<file path="config.mk">
export PLATFORM = sky130hd
export DESIGN_NAME = rf_write_arbiter
export DESIGN_NICKNAME = d
export VERILOG_FILES = /design/src/rtl/rf_write_arbiter.sv
export SDC_FILE = /design/constraint.sdc
export NUM_CORES = 1
export LEC_CHECK = 0
export ABC_AREA = 1
export CORE_MARGIN = 10
export CORE_UTILIZATION = 42
export CTS_CLUSTER_SIZE = 30
export DETAILED_ROUTE_END_ITERATION = 10
export PLACE_DENSITY_LB_ADDON = 0.1
export SLEW_MARGIN = 15
export SYNTH_ARGS = -nofsm -noshare
export SYNTH_HDL_FRONTEND = slang
export SYNTH_SLANG_ARGS = --single-unit
</file>
<file path="constraint.sdc">
create_clock -name clk -period 2.93 [get_ports clk]
set_input_delay 0.586 -clock clk [delete_from_list [all_inputs] [get_ports clk]]
set_output_delay 0.586 -clock clk [all_outputs]
set_load 0.02 [all_outputs]
</file>
<file path="src/rtl/rf_write_arbiter.sv">
// Round-robin arbiter for the single register-file write port, plus a
// bulk-initialise sequencer that fills every entry with a captured value.
module rf_write_arbiter #(
    parameter int NREQ  = 4,
    parameter int IDW   = 2,
    parameter int DEPTH = 16,
    parameter int ADDR  = 4,
    parameter int WIDTH = 16
) (
    input  logic                  clk,
    input  logic                  rst,
    input  logic [NREQ-1:0]       req_valid,
    input  logic [NREQ*ADDR-1:0]  req_addr,
    input  logic [NREQ*WIDTH-1:0] req_data,
    output logic [NREQ-1:0]       req_ready,
    input  logic                  init_start,
    input  logic [WIDTH-1:0]      init_value,
    output logic                  init_busy,
    output logic                  init_done,
    output logic                  w_en,
    output logic [ADDR-1:0]       w_addr,
    output logic [WIDTH-1:0]      w_data,
    output logic [IDW-1:0]        grant_id
);

    typedef enum logic {
        ST_ARB  = 1'b0,
        ST_INIT = 1'b1
    } state_t;

    state_t           r_state;
    state_t           w_state_nxt;
    logic [IDW-1:0]   r_ptr;
    logic [IDW-1:0]   w_ptr_nxt;
    logic [ADDR-1:0]  r_cnt;
    logic [ADDR-1:0]  w_cnt_nxt;
    logic [WIDTH-1:0] r_val;
    logic [WIDTH-1:0] w_val_nxt;

    logic             r_w_en;
    logic             w_en_nxt;
    logic [ADDR-1:0]  r_w_addr;
    logic [ADDR-1:0]  w_addr_nxt;
    logic [WIDTH-1:0] r_w_data;
    logic [WIDTH-1:0] w_data_nxt;
    logic [IDW-1:0]   r_gid;
    logic [IDW-1:0]   w_gid_nxt;
    logic             r_done;
    logic             w_done_nxt;

    logic             w_found;
    logic [IDW-1:0]   w_gnt;
    logic [IDW:0]     w_idx;
    logic             w_arb_ok;
    logic             w_last;

    // Round-robin search: first valid requester at or after r_ptr, wrapping.
    always_comb begin
        w_found = 1'b0;
        w_gnt   = '0;
        w_idx   = '0;
        for (int k = 0; k < NREQ; k++) begin
            w_idx = {1'b0, r_ptr} + (IDW+1)'(k);
            if (w_idx >= (IDW+1)'(NREQ)) begin
                w_idx = w_idx - (IDW+1)'(NREQ);
            end
            if (!w_found && req_valid[w_idx[IDW-1:0]]) begin
                w_found = 1'b1;
                w_gnt   = w_idx[IDW-1:0];
            end
        end
    end

    // Handshake: a requester transfers in the cycle where its req_valid and
    // req_ready are both high; ready is one-hot, only in ARB, and yields to
    // init_start.
    assign w_arb_ok  = (r_state == ST_ARB) && !init_start && !rst;
    assign req_ready = (w_arb_ok && w_found) ? (NREQ'(1) << w_gnt) : '0;
    assign w_last    = (r_cnt == ADDR'(DEPTH - 1));

    always_comb begin
        w_state_nxt = r_state;
        w_ptr_nxt   = r_ptr;
        w_cnt_nxt   = r_cnt;
        w_val_nxt   = r_val;
        w_en_nxt    = 1'b0;
        w_addr_nxt  = r_w_addr;
        w_data_nxt  = r_w_data;
        w_gid_nxt   = '0;
        w_done_nxt  = 1'b0;
        case (r_state)
            ST_ARB: begin
                if (init_start) begin
                    w_val_nxt   = init_value;
                    w_cnt_nxt   = '0;
                    w_state_nxt = ST_INIT;
                end else if (w_found) begin
                    w_en_nxt   = 1'b1;
                    w_addr_nxt = req_addr[int'(w_gnt)*ADDR +: ADDR];
                    w_data_nxt = req_data[int'(w_gnt)*WIDTH +: WIDTH];
                    w_gid_nxt  = w_gnt;
                    w_ptr_nxt  = (w_gnt == IDW'(NREQ - 1)) ? '0 : w_gnt + IDW'(1);
                end
            end
            ST_INIT: begin
                w_en_nxt   = 1'b1;
                w_addr_nxt = r_cnt;
                w_data_nxt = r_val;
                if (w_last) begin
                    w_done_nxt  = 1'b1;
                    w_state_nxt = ST_ARB;
                end else begin
                    w_cnt_nxt = r_cnt + ADDR'(1);
                end
            end
            default: begin
                w_state_nxt = ST_ARB;
            end
        endcase
    end

    always_ff @(posedge clk or posedge rst) begin
        if (rst) begin
            r_state  <= ST_ARB;
            r_ptr    <= '0;
            r_cnt    <= '0;
            r_val    <= '0;
            r_w_en   <= 1'b0;
            r_w_addr <= '0;
            r_w_data <= '0;
            r_gid    <= '0;
            r_done   <= 1'b0;
        end else begin
            r_state  <= w_state_nxt;
            r_ptr    <= w_ptr_nxt;
            r_cnt    <= w_cnt_nxt;
            r_val    <= w_val_nxt;
            r_w_en   <= w_en_nxt;
            r_w_addr <= w_addr_nxt;
            r_w_data <= w_data_nxt;
            r_gid    <= w_gid_nxt;
            r_done   <= w_done_nxt;
        end
    end

    assign w_en      = r_w_en;
    assign w_addr    = r_w_addr;
    assign w_data    = r_w_data;
    assign grant_id  = r_gid;
    assign init_done = r_done;
    assign init_busy = (r_state == ST_INIT);

endmodule

</file>
==> impl_metrics.py <==
metrics = {
    "status": {
        "status": "finished, final reports clean",
    },
    "layout": {
        "layout-drive-gt1-share_pct": 13.6,
        "final_area_um2": 4570,
        "final_nets": 688,
        "fill_cells": 606,
        "final_cells": 677,
        "n_antenna_cell": 0,
        "area_delta_synth_final_pct": 56.0,
    },
    "logic_synthesis": {
        "synthArstFlopShare_pct": 100,
        "synth_seq_cells": 47,
        "syn_avg_cell_area_um2": 6.70,
        "synth_cell_types": 21,
        "netlist_area_um2": 2930,
        "yosys-top-cells-count": "nand2_1 (202), nand3_1 (88), dfrtp_1 (47)",
        "synth_cells": 437,
        "synthTopCellsByArea": "dfrtp_1 (40%), nand2_1 (26%), nand3_1 (15%)",
        "yosys_warnings": 0,
        "synth_edf_count": 0,
        "ys.flop_type": "dfrtp_1",
        "seq_area_frac_synth_pct": 40.2,
        "synth.most_common_cell": "nand2_1",
        "syn_nets": 545,
        "yosys.area.top_type": "dfrtp_1",
        "synth_top_area_share_pct": 40.2,
    },
    "floorplan": {
        "die_area_um2": 10700,
        "core_um2": 6790,
        "die_y_um": 103,
        "dieWidth_um": 103,
        "pin_count": 132,
        "rows": 30,
        "start_util_pct": 43.1,
    },
    "drt": {
        "wl_per_cell_um": 14.6,
        "route.detailed.drc": 0,
        "drt_iter0_drc": 191,
        "vias_per_cell": 4.82,
        "drtPass1Iterations": 5,
        "vias": 3261,
        "drt-total-wl_um": 9880,
        "drtAntennaViolNets": 0,
    },
    "timing": {
        "finalSetupTns_ns": 0,
        "skew_ns": 0.00841,
        "finalHoldViolCount": 0,
        "period_minus_slack_ns": 2.82,
        "fin_crit_sh_pct": 96.2,
        "fmax_mhz": 355,
        "setup_viol": 0,
        "slew_headroom_pct": 61.3,
        "drv_slew": 0,
        "worst_pin_slew_ns": 0.581,
        "holdWs_ns": 0.478,
    },
    "worst_setup_path": {
        "worstSetupEndpoint": "req_ready[1]",
        "startpoint_type": "flop",
        "cp-startpoint": "r_ptr[1]",
        "crit_chain": "inv_2 > nand2_1 > nand2_2 > nand2_1 > nand2_2 > nor2_4 > nand3_1 > nand3_1 > nand2_2 > buf_4 > ha_1 > inv_1 > nor2_1 > buf_4",
        "cp.required_ns": 2.34,
        "r2r-start": "r_ptr[1]",
        "crit_type": "reg2out",
        "critPathMaxStageDelay_ns": 0.50,
        "rrSetupSlack_ns": 0.76,
        "worstReg2RegEnd": "w_data[1]",
        "crit_top_cell": "nand2_2",
        "path_max_fanout": 5,
        "arrival_ns": 2.23,
        "critPathSlowestCell": "dfrtp_1",
        "end_kind": "output pin",
        "reg2reg_depth": 13,
    },
    "global_route": {
        "antenna_found_initial": 0,
        "busiest_layer": "met2",
        "grt_max_degree": 48,
        "use_met3_pct": 5.58,
        "grt_pass1_wl_um": 15200,
        "grt.total_usage_pct": 18.0,
        "grt_pass1_vias": 3149,
        "grt_use_met2_pct": 28.8,
        "grt-ovfl-total": 0,
        "grt_use_met1_pct": 22.8,
    },
    "placed_design": {
        "place_area_um2": 4400,
        "hpwl_um": 7680,
        "place_congestion": 0.951,
        "numPortBuffers": 131,
        "dp_cells": 665,
    },
    "cts": {
        "cts_tree": "built",
        "clock-sinks": 47,
        "htreeDepth": 2,
        "clock_path_buffers": 2,
        "clkTransAtPathRegs_ns": 0.09,
        "cts_buffers": 5,
        "clk_latency_ns": 0.30,
        "postCtsHoldBufs": 0,
        "cts_root_buffer": "clkbuf_8",
    },
    "flow_run": {
        "cap_violations": 0,
    },
    "min_path": {
        "min_path_type": "reg2reg",
    },
    "power": {
        "finalPower_mw": 5.03,
        "p_leak_nw": 2.25,
        "cellPowerDensity_nw_per_um2": 1100,
        "irDropWorstVdd_v": 0.000523,
    },
}
metal layers:
layer,part of all wire (%),up-vias
met1,44,1467
met4,1.6,0
li1,-,1659
met3,8.0,15
met5,0,-
met2,46,120
power breakdown:
group / leakage (nW) / internal [mW] / switching [mW] / total, mW
sequential: 0.578 / 0.945 / 0.195 / 1.14
combinational: 1.63 / 1.43 / 2.07 / 3.50
clock: 0.0412 / 0.167 / 0.217 / 0.384
total: 2.25 / 2.54 / 2.49 / 5.03
worst min path at each step:
stage	start	endpoint	slack, ns	cells after the start
global route	r_cnt[2]	r_cnt[2]	0.51	1
floorplan	r_val[0]	r_val[0]	0.44	2
finish	r_val[3]	r_val[3]	0.48	2
CTS	r_val[3]	r_val[3]	0.48	2
global placement	r_val[5]	r_val[5]	0.46	2
detailed placement	r_val[6]	r_val[6]	0.46	2
final cells by class:
type                       count  area (µm²)  area share, %
tap                           96         120           2.63
clock inverter                 2        12.5          0.274
inverter                      29         114           2.49
multi-input combinational    340        1560           34.2
sequential                    47        1180           25.8
clock buffer                   6        72.6           1.59
timing repair buffer         157        1510           33.0
through the flow:
step | worst slack (ns) | utilization [%]
2_1_floorplan | 0.161 | -
3_3_place_gp | -0.360 | 64.8
3_5_place_dp | -0.479 | 64.8
4_1_cts | 0.00747 | 66.0
5_1_grt | -0.0343 | 67.2
6_report | 0.111 | 67.2
cells in the final DEF, fill, tap and decap left out, types with 4 or more instances in the layout:
cell type and count:
o21ai_0 4, inv_2 6, nand3_1 83, inv_1 21, nand2_1 193, ha_1 5, buf_4 30, nand2_2 25
clkbuf_8 5, dfrtp_1 46, clkdlybuf4s50_1 123, nor2_1 13, dlymetal6s2s_1 4, nand3_2 7
critical path: cells and delay by family, from the launching register on:
family / cells / cell delay, ns
simple gates: 9 / 0.79
flops: 1 / 0.50
buf+inv: 4 / 0.48
fa+ha+maj: 1 / 0.17
cell families (layout without fill, tap and decap cells):
group                    Yosys count  count (layout)  share of synthesized area [%]
AND/OR/NAND/NOR                  328             328                           48.5
buffers and inverters             50             194                           8.03
flip-flops                        47              47                           40.2
adder cells (fa/ha/maj)            5               5                           2.14
AO/OA/AOI/OAI                      7               7                           1.20
sequential cells by signal (all words and copies together), names as in the netlist, 2 cells and up:
register	cells
w_data	16
r_ptr	2
r_val	16
w_addr	4
grant_id	2
r_cnt	4
what timing repair did:
action / in CTS / in global routing
resized for setup: 20 / 23
pin swaps: 1 / 8
buffers inserted: 0 / 4
endpoints found under the setup margin: 4 / 4
Power figures use the tool's default switching activity.
